### src/rtl/baud_rate_gen.sv
// Baud rate generator: programmable divisor with separate TX and RX divider
// chains, each producing an oversample tick and a bit-rate / mid-bit tick.
module baud_rate_gen #(
  parameter int DIV_W     = 16,
  parameter int OS        = 16,
  parameter int RESET_DIV = 325
) (
  input  logic             clk,
  input  logic             rst_n,
  input  logic             gen_en,
  input  logic             wr_en,
  input  logic [1:0]       wr_sel,
  input  logic [7:0]       wr_data,
  input  logic             rx_sync,
  output logic             tx_os_tick,
  output logic             tx_bit_tick,
  output logic             rx_os_tick,
  output logic             rx_sample_tick,
  output logic [DIV_W-1:0] div_q
);

  localparam int               NB      = DIV_W / 8;
  localparam int               OS_W    = $clog2(OS);
  localparam logic [DIV_W-1:0] RST_VAL = DIV_W'(RESET_DIV);
  localparam logic [OS_W-1:0]  OS_LAST = OS_W'(OS - 1);
  localparam logic [OS_W-1:0]  OS_MID  = OS_W'(OS / 2 - 1);

  logic [DIV_W-1:0] active_div;
  logic [DIV_W-1:0] shadow_div;
  logic [DIV_W-1:0] commit_val;
  logic             commit;
  logic             shadow_wr;

  logic [DIV_W-1:0] tcnt;
  logic [OS_W-1:0]  tos;
  logic [DIV_W-1:0] rcnt;
  logic [OS_W-1:0]  ros;

  // The top byte lands directly in the active divisor together with the
  // lower bytes already staged in the shadow; the shadow's own top byte is unused.
  assign commit    = wr_en && (int'(wr_sel) == NB - 1);
  assign shadow_wr = wr_en && (int'(wr_sel) <  NB - 1);

  // Assemble the value committed by a top-byte write.
  always_comb begin
    commit_val = shadow_div;
    commit_val[(NB-1)*8 +: 8] = wr_data;
  end

  // Divisor shadow and active registers; writes are accepted whether or not the generator runs.
  always_ff @(posedge clk) begin
    if (!rst_n) begin
      active_div <= RST_VAL;
      shadow_div <= RST_VAL;
    end else begin
      for (int b = 0; b < NB - 1; b++) begin
        if (shadow_wr && (int'(wr_sel) == b)) begin
          shadow_div[b*8 +: 8] <= wr_data;
        end
      end
      if (commit) begin
        active_div <= commit_val;
      end
    end
  end

  // TX chain: reload on zero (old divisor wins against a same-edge commit) and emit ticks.
  always_ff @(posedge clk) begin
    if (!rst_n) begin
      tcnt        <= RST_VAL;
      tos         <= '0;
      tx_os_tick  <= 1'b0;
      tx_bit_tick <= 1'b0;
    end else if (gen_en) begin
      if (tcnt == '0) begin
        tcnt        <= active_div;
        tos         <= tos + 1'b1;
        tx_os_tick  <= 1'b1;
        tx_bit_tick <= (tos == OS_LAST);
      end else begin
        tcnt        <= tcnt - 1'b1;
        tx_os_tick  <= 1'b0;
        tx_bit_tick <= 1'b0;
      end
    end else begin
      tx_os_tick  <= 1'b0;
      tx_bit_tick <= 1'b0;
    end
  end

  // RX chain: same as TX, but a start-bit sync restarts the phase and the mid-bit tick fires at OS/2.
  always_ff @(posedge clk) begin
    if (!rst_n) begin
      rcnt           <= RST_VAL;
      ros            <= '0;
      rx_os_tick     <= 1'b0;
      rx_sample_tick <= 1'b0;
    end else if (gen_en) begin
      if (rx_sync) begin
        rcnt           <= active_div;
        ros            <= '0;
        rx_os_tick     <= 1'b0;
        rx_sample_tick <= 1'b0;
      end else if (rcnt == '0) begin
        rcnt           <= active_div;
        ros            <= ros + 1'b1;
        rx_os_tick     <= 1'b1;
        rx_sample_tick <= (ros == OS_MID);
      end else begin
        rcnt           <= rcnt - 1'b1;
        rx_os_tick     <= 1'b0;
        rx_sample_tick <= 1'b0;
      end
    end else begin
      rx_os_tick     <= 1'b0;
      rx_sample_tick <= 1'b0;
    end
  end

  assign div_q = active_div;

endmodule

### config.mk
export PLATFORM = sky130hd
export DESIGN_NAME = baud_rate_gen
export DESIGN_NICKNAME = d
export VERILOG_FILES = /design/src/rtl/baud_rate_gen.sv
export SDC_FILE = /design/constraint.sdc
export NUM_CORES = 1
export LEC_CHECK = 0
export ABC_AREA = 1
export CAP_MARGIN = 20
export CELL_PAD_IN_SITES_DETAIL_PLACEMENT = 0
export CELL_PAD_IN_SITES_GLOBAL_PLACEMENT = 1
export CORE_ASPECT_RATIO = 1.1
export CORE_UTILIZATION = 44
export DETAILED_ROUTE_END_ITERATION = 8
export PLACE_DENSITY_LB_ADDON = 0.05
export SLEW_MARGIN = 20
export SYNTH_ARGS = -nofsm -noshare
export SYNTH_HDL_FRONTEND = slang
export SYNTH_SLANG_ARGS = --single-unit
### constraint.sdc
create_clock -name clk -period 4.5 [get_ports clk]
set_input_delay 0.675 -clock clk [delete_from_list [all_inputs] [get_ports clk]]
set_output_delay 0.675 -clock clk [all_outputs]
set_load 0.005 [all_outputs]
Yosys cells after proc, flatten, opt, wreduce, memory -nomap -nowiden
Index checks and enable logic that the tools add are counted.
W data, S select, Z words.
- output and inout bits: 20
- bits in registers: 68
- input bits: 15
- magnitude comparators: 1
- mux-type cells: 7
- bitwise gates (word level): 3
- add/subtract/negate cells: 4
- equality and inequality tests: 3
- reduce and logical (&&, ||, !) cells: 13
- operators with widths (operator ; number):
    $mux W16 ; 3
    $logic_not A16 Y1 ; 2
    $sub A16 B1 Y16 const B ; 2
    $add A4 B1 Y4 const B ; 2
    $mux W4 ; 2
    $reduce_and A2 Y1 ; 3
    $eq A4 B3 Y1 const B ; 1
    $eq A4 B4 Y1 const B ; 1
    $reduce_or A4 Y1 ; 1
    $logic_and A1 B1 Y1 ; 3
    $not A1 Y1 ; 3
    $reduce_and A3 Y1 ; 1
    $reduce_or A3 Y1 ; 1
    $eq A2 B2 Y1 const B ; 1
    $logic_not A2 Y1 ; 1
    $lt A2 B1 Y1 const B ; 1
    $mux W1 ; 2
    $reduce_bool A2 Y1 ; 1

Longest topological paths before layout
Gate-level depths: netlist of the first run.
- word-level depth: 3
- mapped depth: 11
- mapped depth without buffers: 11

Least setup slack after synthesis of the first run
No wires, ideal clock.
- kind: input port to flip-flop
- start point: input rst_n
- end point: register tos[0]
- setup time: 0.128 ns
- path buffers: 2
- slack: 3.041 ns
- stages on the path: 4
- arrival: 1.332 ns
- path through: inv_1 > clkbuf_1 > buf_1 > nor2_1
- RTL lines (item ; line ; RTL):
    start: declaration ; 9 ; input logic rst_n,
    end signal: assignment ; 77 ; tos <= tos + 1'b1;
    end: declaration ; 35 ; logic [OS_W-1:0] tos;
No word-level cell between the ends.

Worst setup path after layout of the first run
- start point: input wr_en
- end point: register active_div[9] (netlist: div_q[9])
- longest elaborated chain between the ends: 1
- RTL lines (item ; line ; RTL):
    start: declaration ; 11 ; input logic wr_en,
    $logic_and A1 B1 Y1 ; 41 ; assign commit = wr_en && (int'(wr_sel) == NB - 1);
    end signal: assignment ; 62 ; active_div <= commit_val;
    end: declaration ; 28 ; logic [DIV_W-1:0] active_div;
Every way passes these cells.
A chain may end at the register's enable or synchronous reset.

==> flow_summary.json, run 1 <==
{
  "synth_area_um2": 3712,
  "slowest_stage": "nor2_1",
  "cts_hold_buf": 0,
  "grt_max_degree": 41,
  "synth.distinct_cells": 34,
  "viasPerCell": 5.207,
  "htree_levels": 3,
  "fp-row-count": 34,
  "tightest_slew_ps": 1046,
  "holdPathStages": 2,
  "end_kind": "register",
  "critPathTopFamily": "buffers and inverters",
  "fillers": 828,
  "cts_buffers": 9,
  "fp.dieW_um": 89.58,
  "clockRootBuffer": "clkbuf_8",
  "clock_skew_ps": 13.80,
  "grt_pass1_wl_mm": 16.55,
  "routed_wl_mm": 9.988,
  "syn-num-nets": 573,
  "drtAntennaViolNets": 0,
  "clk_pin_slew_ps": 80,
  "min_path_type": "reg -> reg",
  "syn2layout_area_growth_pct": 15.71,
  "p_leak_nw": 1.857,
  "rsz0062_at_grt": "false",
  "routedWlPerCell_um": 14.39,
  "hold_viol": 0,
  "r2r-end": "tcnt[12]$_SDFFE_PN0P_",
  "startpoint_type": "input port",
  "die_y_um": 98.34,
  "cts_tree": "done",
  "clk_latency_ps": 350,
  "layout.nets": 602,
  "track_usage_pct": 24.77,
  "dr.pass1.iters": 4,
  "cts.repair.resized": 0,
  "drive_above_1_share_pct": 8.703,
  "port_buffers": 34,
  "yosysWarningCount": 0,
  "yosysSeqAreaShare_pct": 36.67,
  "syn_inst": 552,
  "maxClockFrequency_mhz": 439.6,
  "post_cts_buffers": 0,
  "start_util_pct": 46.17,
  "crit_chain": "clkdlybuf4s50_1 -> nand2_1 -> nor2_1 -> inv_1 -> o21ai_0 -> a21oi_1",
  "antenna_found_initial": 0,
  "drt_iter0_markers": 246,
  "status": "finished clean",
  "p_total_w": 0.001261,
  "whs_endpoint": "shadow_div[6]$_SDFFE_PN1P_",
  "setup_violations": 0,
  "max_slew_margin_pct": 30.19,
  "dieArea_um2": 8809,
  "ioPinCount": 35,
  "cts_sinks": 68,
  "final_util_pct": 53.42,
  "slew_viol_final": 0,
  "critPathMaxStageDelay_ps": 500,
  "fin_crit_sh_pct": 50.56,
  "min_from": "shadow_div[6]$_SDFFE_PN1P_",
  "regToRegStartpoint": "tcnt[0]$_SDFFE_PN1P_",
  "path_buf_inv": 2,
  "vias": 3614,
  "layout_commonest_cell": "nand2_1",
  "ir_worst_vdd_v": 0.0001794,
  "diodes": 0,
  "maxCapViolCount": 0,
  "reg2reg_depth": 9,
  "cp.arrival_ps": 2500,
  "crit_path_max_fanout": 21,
  "cts_buffer_depth": 2,
  "tns_ps": 0,
  "gp_congestion": 0.8836,
  "ys_seq_elements": 68,
  "worst-setup-path-type": "in -> reg",
  "grt_pass1_vias": 3311,
  "p_per_area_nw_per_um2": 293.5,
  "hpwl_mm": 7.202,
  "layout_min_cycle_time_ps": 2275,
  "ff2ff_setup_slack_ps": 2530,
  "synth_area_per_cell_um2": 6.725,
  "core_region_area_um2": 8040,
  "mostFrequentLayoutCells": "nand2_1 (132), dfxtp_1 (68), inv_1 (67), nand3_1 (63), nor2_1 (52)",
  "required_ps": 4730,
  "route.detailed.drc": 0,
  "worst_slack_ps": 2225,
  "pre_cts_ws_ps": 1840,
  "gr-total-overflow": 0
}
[flip-flops by register name, summed over array words and instances (netlist names), 4 cells and up]
register and count:
rcnt 16, div_q 16, ros 4, shadow_div 8, tos 4, tcnt 16
[report_power, final]
part | internal (W) | switching (W)
Clock | 0.000214 | 0.000249
Combinational | 0.0000597 | 0.0000961
Sequential | 0.000622 | 0.0000200
[cell usage after synthesis]
cell      count  area (um^2)
xor2_1        5        43.79
nand3_1      63        315.3
nor2_1       52        195.2
nor3b_1       1        7.510
nand4_1      11        68.82
nor4_1        1        6.260
nand2_2       4        25.02
inv_2         1        3.750
xnor2_1       4        35.03
nand3b_1      1        7.510
buf_1         1        3.750
a21oi_2       2        17.52
nand3_2       1        10.01
nand2_4       3        33.78
nor3_1        8        40.04
inv_1        67        251.5
dfxtp_1      68         1361
nor2_2       10        62.56
clkbuf_1     11        41.29
clkinv_1      1        3.750
nand2_1     132        495.5
buf_2         5        25.02
o21ai_2       3        26.28
a21boi_0      1        7.510
nand4_2       1        12.51
o21ai_1       2        10.01
buf_6         2        22.52
o31ai_2       1        12.51
nor2_4        5        56.30
a21oi_1      37        185.2
nor2_8        1        20.02
ha_1          6        75.07
o21ai_0      31        155.2
o211ai_1     10        75.07
[layout make-up]
class	count	area, um^2	area share [%]
clock inverters	6	40.04	0.9321
multi-input cells	396	1999	46.55
flip-flops and latches	68	1361	31.69
inverters	69	259.0	6.030
repair buffers	37	362.8	8.447
clock buffers	10	137.6	3.204
well taps	108	135.1	3.146
[worst min-delay path, cell delays in order (launching register included)]
cell     delay [ps]
dfxtp_1         330
nand2_1          50
nand3_1          70
[stage by stage]
stage | std cells | hold WS [ps] | instance area [um^2]
finish | 694 | 475.9 | 4295
global route | 694 | 500.1 | 4295
CTS | 694 | 477.8 | 4295
detailed placement | 678 | 455.3 | 4118
global placement | 678 | 454.7 | 4118
floorplan | 552 | 440.9 | 3712
[cell families after synthesis]
logic type	after synthesis	share of synthesized area, %
AND/OR/NAND/NOR	294	36.54
XOR/XNOR	9	2.123
AO/OA/AOI/OAI	87	13.18
flip-flops	68	36.67
buffers and inverters	88	9.470
adder cells (fa/ha/maj)	6	2.022
[worst max path at each step]
stage	startpoint	end	slack (ps)	depth (start not counted)
after global placement	wr_en	div_q[4]$_SDFFE_PN0P_	1930	6
after floorplan	rst_n	tos[0]$_SDFFE_PN0P_	3040	4
after CTS	gen_en	ros[1]$_SDFFE_PN0P_	2220	9
after detailed placement	gen_en	ros[1]$_SDFFE_PN0P_	1840	9
after global routing	wr_en	div_q[1]$_SDFFE_PN0P_	1970	6
final	wr_en	div_q[9]$_SDFFE_PN0P_	2220	6
[per-layer routing]
layer	track usage, %	part of all wire (%)	vias to the layer above
met4	9.768	2.1	0
li1	-	-	1848
met3	4.987	4.2	16
met2	37.88	46	81
met5	0	0	-
met1	33.84	47	1669
No activity file was read; power rests on OpenSTA's default activity.
==> run 2, diff against run 1 <==
--- a/config.mk
+++ b/config.mk
@@ -10,7 +10,7 @@
 export CELL_PAD_IN_SITES_DETAIL_PLACEMENT = 0
 export CELL_PAD_IN_SITES_GLOBAL_PLACEMENT = 1
 export CORE_ASPECT_RATIO = 1.1
-export CORE_UTILIZATION = 44
+export CORE_UTILIZATION = 41
 export DETAILED_ROUTE_END_ITERATION = 8
 export PLACE_DENSITY_LB_ADDON = 0.05
 export SLEW_MARGIN = 20
==> constraint.sdc (replaced) <==
create_clock -name clk -period 2.34 [get_ports clk]
set_input_delay 0.351 -clock clk [delete_from_list [all_inputs] [get_ports clk]]
set_output_delay 0.351 -clock clk [all_outputs]
set_load 0.005 [all_outputs]
==> run 2 against run 1 <==
Combinational power rose by 97%. Register-to-register slack lost 2000 ps. Clock skew decreased by 2.3 ps. Worst hold slack got worse by 3.7 ps. Sequential power grew 92%.
==> flow_summary.json, run 2 (same netlist as run 1, synthesis figures left out) <==
{
  "status": "finished clean",
  "path_buf_inv": 3,
  "reg2reg_depth": 9,
  "ir_worst_vdd_v": 0.0002798,
  "drtAntennaViolNets": 0,
  "critPathMaxStageDelay_ps": 330,
  "grt_use_met2_pct": 39.94,
  "cts_buffers": 9,
  "fp-row-count": 36,
  "core_region_area_um2": 8828,
  "antenna_found_initial": 0,
  "fin_crit_sh_pct": 78.54,
  "worst-setup-path-type": "reg -> reg",
  "dr.pass1.iters": 5,
  "cts_hold_buf": 0,
  "htree_levels": 3,
  "diodes": 0,
  "top_usage_layer": "met2",
  "grtUsageMet3_pct": 3.003,
  "slew_viol_final": 0,
  "post_cts_buffers": 0,
  "startpoint_type": "register",
  "cts.repair.resized": 0,
  "clock_skew_ps": 11.49,
  "tns_ps": 0,
  "clockRootBuffer": "clkbuf_8",
  "max_slew_margin_pct": 62.99,
  "pre_cts_ws_ps": 482.0,
  "cpMostUsedCell": "inv_1",
  "hpwl_mm": 7.611,
  "cts_buffer_depth": 2,
  "fp.dieW_um": 92.73,
  "fillers": 931,
  "grt_pass1_vias": 3439,
  "crit_chain": "inv_1 -> ha_1 -> nand3_1 -> nor2_4 -> nand2_2 -> inv_1 -> nor2_1 -> o21ai_0 -> inv_1",
  "min_path_type": "reg -> reg",
  "vias": 3597,
  "drive_above_1_share_pct": 9.137,
  "maxCapViolCount": 0,
  "hold_viol": 0,
  "required_ps": 2580,
  "critPathTopFamily": "simple AND/OR/NAND/NOR gates",
  "rsz0062_at_grt": "false",
  "cp.arrival_ps": 2070,
  "viasPerCell": 5.102,
  "dieArea_um2": 9439,
  "p_per_area_nw_per_um2": 571.9,
  "seq_area_um2": 1361,
  "routed_wl_mm": 10.33,
  "ff2ff_setup_slack_ps": 500,
  "port_buffers": 34,
  "clk_pin_slew_ps": 70,
  "end_kind": "register",
  "setup_violations": 0,
  "worst_slack_ps": 502.1,
  "cts_sinks": 68,
  "postPlaceCellArea_um2": 4170,
  "cp.depth": 9,
  "slowest_stage": "dfxtp_1",
  "gr-total-overflow": 0,
  "stdcell_area_um2": 4353,
  "track_usage_pct": 23.58,
  "holdPathStages": 1,
  "clk_latency_ps": 340,
  "layout_min_cycle_time_ps": 1838,
  "crit_path_max_fanout": 12,
  "tightest_slew_ps": 554.6,
  "routedWlPerCell_um": 14.66,
  "maxClockFrequency_mhz": 544.1,
  "die_y_um": 101.8,
  "grt_util_met1_pct": 30.95,
  "start_util_pct": 42.05,
  "p_leak_nw": 1.883,
  "route.detailed.drc": 0,
  "layout_commonest_cell": "nand2_1",
  "hold_ws_ps": 472.3,
  "syn2layout_area_growth_pct": 17.26,
  "mostFrequentLayoutCells": "nand2_1 (132), dfxtp_1 (68), inv_1 (67), nand3_1 (63), nor2_1 (52)",
  "gp_congestion": 0.8261,
  "ioPinCount": 35,
  "grt_pass1_wl_mm": 17.10,
  "layout.nets": 608,
  "multi_input_area_um2": 1999,
  "grt_max_degree": 41,
  "cts_tree": "done",
  "p_total_w": 0.002490,
  "drt_iter0_markers": 250
}
run 2: cell count changes in the layout (fill, tap and decap cells not counted):
| cell | before | now |
|---|---|---|
| clkbuf_8 | 10 | 9 |
| buf_4 | 3 | 9 |
| clkinv_4 | 2 | 1 |
| bufinv_16 | 0 | 1 |
| clkinv_2 | 3 | 1 |
| clkbuf_1 | 0 | 2 |
run 2: power breakdown:
group	total [W]	switching (W)	internal (W)
registers	0.00123	0.0000379	0.00120
clock network	0.000948	0.000461	0.000488
logic	0.000307	0.000187	0.000120
run 2: worst paths after layout:
kind / from / endpoint
max: tcnt[0]$_SDFFE_PN1P_ / tcnt[1]$_SDFFE_PN0P_
min: ros[3]$_SDFFE_PN0P_ / rx_sample_tick$_SDFF_PP0_
max reg2reg: tcnt[0]$_SDFFE_PN1P_ / tcnt[1]$_SDFFE_PN0P_
min reg2reg: ros[3]$_SDFFE_PN0P_ / rx_sample_tick$_SDFF_PP0_
run 2: per-layer routing:
metal | vias to the layer above | wire [um]
met2 | 70 | 4924
met3 | 5 | 369
met5 | - | 0
li1 | 1860 | -
met1 | 1662 | 4959
met4 | 0 | 78
run 2: worst register-to-register path: cells and delay by family, from the launching register on:
kind                       cells  cell delay [ps]
adders and majority gates      1              230
DFF                            1              330
and+or+nand+nor                4              580
AOI/OAI and AO/OA              1              160
buffers and inverters          3              450
run 2: layout make-up:
class,count,area share (%)
Inverter,69,5.950
Clock inverter,4,1.179
Clock buffer,11,3.018
Tap cell,114,3.277
Timing Repair Buffer,43,9.371
Sequential cell,68,31.27
Multi-Input combinational cell,396,45.93
run 2: metrics by stage:
stage          utilization, %  std cells
6_report                49.31        705
4_1_cts                 49.31        705
3_3_place_gp            47.24        690
3_5_place_dp            47.24        690
2_1_floorplan               -        552
5_1_grt                 49.31        705
==> run 3, diff against run 2 <==
==> constraint.sdc (replaced) <==
create_clock -name clk -period 1.7 [get_ports clk]
set_input_delay 0.255 -clock clk [delete_from_list [all_inputs] [get_ports clk]]
set_output_delay 0.255 -clock clk [all_outputs]
set_load 0.005 [all_outputs]
==> run 3 against run 2 <==
Clock skew shrank 7.5 ps. Final cell count rose by 2.6%. Register-to-register slack lost 350 ps. Largest cell class unchanged. Largest power group unchanged. Highest routed layer unchanged.
==> flow_summary.json, run 3 (same netlist as run 1, synthesis figures left out) <==
{
  "drt_iter0_markers": 229,
  "maxCapViolCount": 0,
  "required_ps": 1440,
  "start_util_pct": 42.05,
  "drt-met1-wl_mm": 5.024,
  "dieArea_um2": 9439,
  "min_path_type": "reg -> reg",
  "reg2reg_depth": 9,
  "layout_commonest_cell": "nand2_1",
  "holdPathStages": 2,
  "cts_buffers": 9,
  "gp_congestion": 0.8625,
  "track_usage_pct": 24.50,
  "wl_met3_um": 343,
  "diodes": 0,
  "syn2layout_area_growth_pct": 22.92,
  "htree_levels": 3,
  "fp.dieW_um": 92.73,
  "status": "finished clean",
  "critPathMaxStageDelay_ps": 550,
  "p_total_w": 0.003573,
  "grt_max_degree": 30,
  "cts_sinks": 68,
  "maxUsedRoutingLayer": "met4",
  "gr-total-overflow": 0,
  "dr.pass1.iters": 6,
  "path_buf_inv": 1,
  "ir_worst_vdd_v": 0.0004766,
  "crit_path_max_fanout": 4,
  "dr_wl_met2_mm": 5.027,
  "mostFrequentLayoutCells": "nand2_1 (132), dfxtp_1 (68), inv_1 (66), nand3_1 (63), nor2_1 (51)",
  "clk_pin_slew_ps": 70,
  "critPathTopFamily": "buffers and inverters",
  "cp.depth": 1,
  "clockRootBuffer": "clkbuf_8",
  "clk_latency_ps": 360,
  "setup_violations": 0,
  "crit_chain": "clkdlybuf4s50_1",
  "core_region_area_um2": 8828,
  "pre_cts_ws_ps": 44.64,
  "startpoint_type": "register",
  "rsz0062_at_grt": "false",
  "cp.arrival_ps": 1340,
  "grt_pass1_wl_mm": 17.53,
  "layout_min_cycle_time_ps": 1600,
  "grt_pass1_vias": 3499,
  "worst-setup-path-type": "reg -> out",
  "layout.nets": 625,
  "vias": 3696,
  "clock_skew_ps": 3.968,
  "cts_buffer_depth": 2,
  "route.detailed.drc": 0,
  "routed_wl_mm": 10.54,
  "tns_ps": 0,
  "hpwl_mm": 7.912,
  "slew_viol_final": 0,
  "viasPerCell": 5.112,
  "hold_viol": 0,
  "slowest_stage": "clkdlybuf4s50_1",
  "fin_crit_sh_pct": 94.10,
  "die_y_um": 101.8,
  "ioPinCount": 35,
  "drtAntennaViolNets": 0,
  "worst_slack_ps": 100.3,
  "fp-row-count": 36,
  "tightest_slew_ps": 524.3,
  "antenna_found_initial": 0,
  "p_leak_nw": 2.008,
  "drive_above_1_share_pct": 12.81,
  "port_buffers": 34,
  "maxClockFrequency_mhz": 625.1,
  "routedWlPerCell_um": 14.58,
  "cts_tree": "done",
  "end_kind": "output port",
  "max_slew_margin_pct": 65.01,
  "p_per_area_nw_per_um2": 783.1
}
## run 3: cell count changes in the layout (fill, tap and decap cells not counted), sizes merged
cell	delta
clkbuf	+1
buf	+17
## run 3: through the flow
| stage | util (%) | instance area [um^2] | std cells | hold slack, ps |
|---|---|---|---|---|
| after floorplan | - | 3712 | 552 | 368.2 |
| after global placement | 48.80 | 4308 | 705 | 457.1 |
| after detailed placement | 48.80 | 4308 | 705 | 460.4 |
| after CTS | 51.09 | 4511 | 721 | 472.8 |
| after global routing | 51.69 | 4563 | 723 | 505.6 |
| final | 51.69 | 4563 | 723 | 477.6 |
## run 3: path summary, 6_finish.rpt
path / to / slack [ps] / startpoint
worst max-delay path: div_q[11] / 100 / div_q[11]$_SDFFE_PN0P_
worst min-delay path: shadow_div[2]$_SDFFE_PN1P_ / 480 / shadow_div[2]$_SDFFE_PN1P_
worst max register to register: tcnt[7]$_SDFFE_PN0P_ / 150 / tcnt[1]$_SDFFE_PN0P_
worst min register to register: shadow_div[2]$_SDFFE_PN1P_ / 480 / shadow_div[2]$_SDFFE_PN1P_
## run 3: layer usage
| metal | vias to the layer above | global-route usage, % |
|---|---|---|
| li1 | 1895 | - |
| met1 | 1726 | 31.71 |
| met2 | 64 | 41.25 |
| met3 | 11 | 4.580 |
| met4 | 0 | 8.047 |
| met5 | - | 0 |
## run 3: final cells by class
cell class,instances,area (um^2)
fillers,959,4265
clock buffers,12,155.1
clock inverters,4,47.55
multi-input cells,396,2037
well taps,114,142.6
inverters,69,259.0
flip-flops and latches,68,1361
repair buffers,60,560.5
## run 3: where the power goes
group          internal, W  total (W)  switching, W
registers          0.00165    0.00170     0.0000505
clock network     0.000754    0.00141      0.000660
logic             0.000194   0.000463      0.000269
total              0.00259    0.00357      0.000980
## run 3: timing repair
action / 4_1_cts / 5_1_grt
gates resized for setup: 0 / 8
endpoints found under the setup margin: 0 / 18
hold buffers: 0 / 0
buffers inserted: 0 / 2
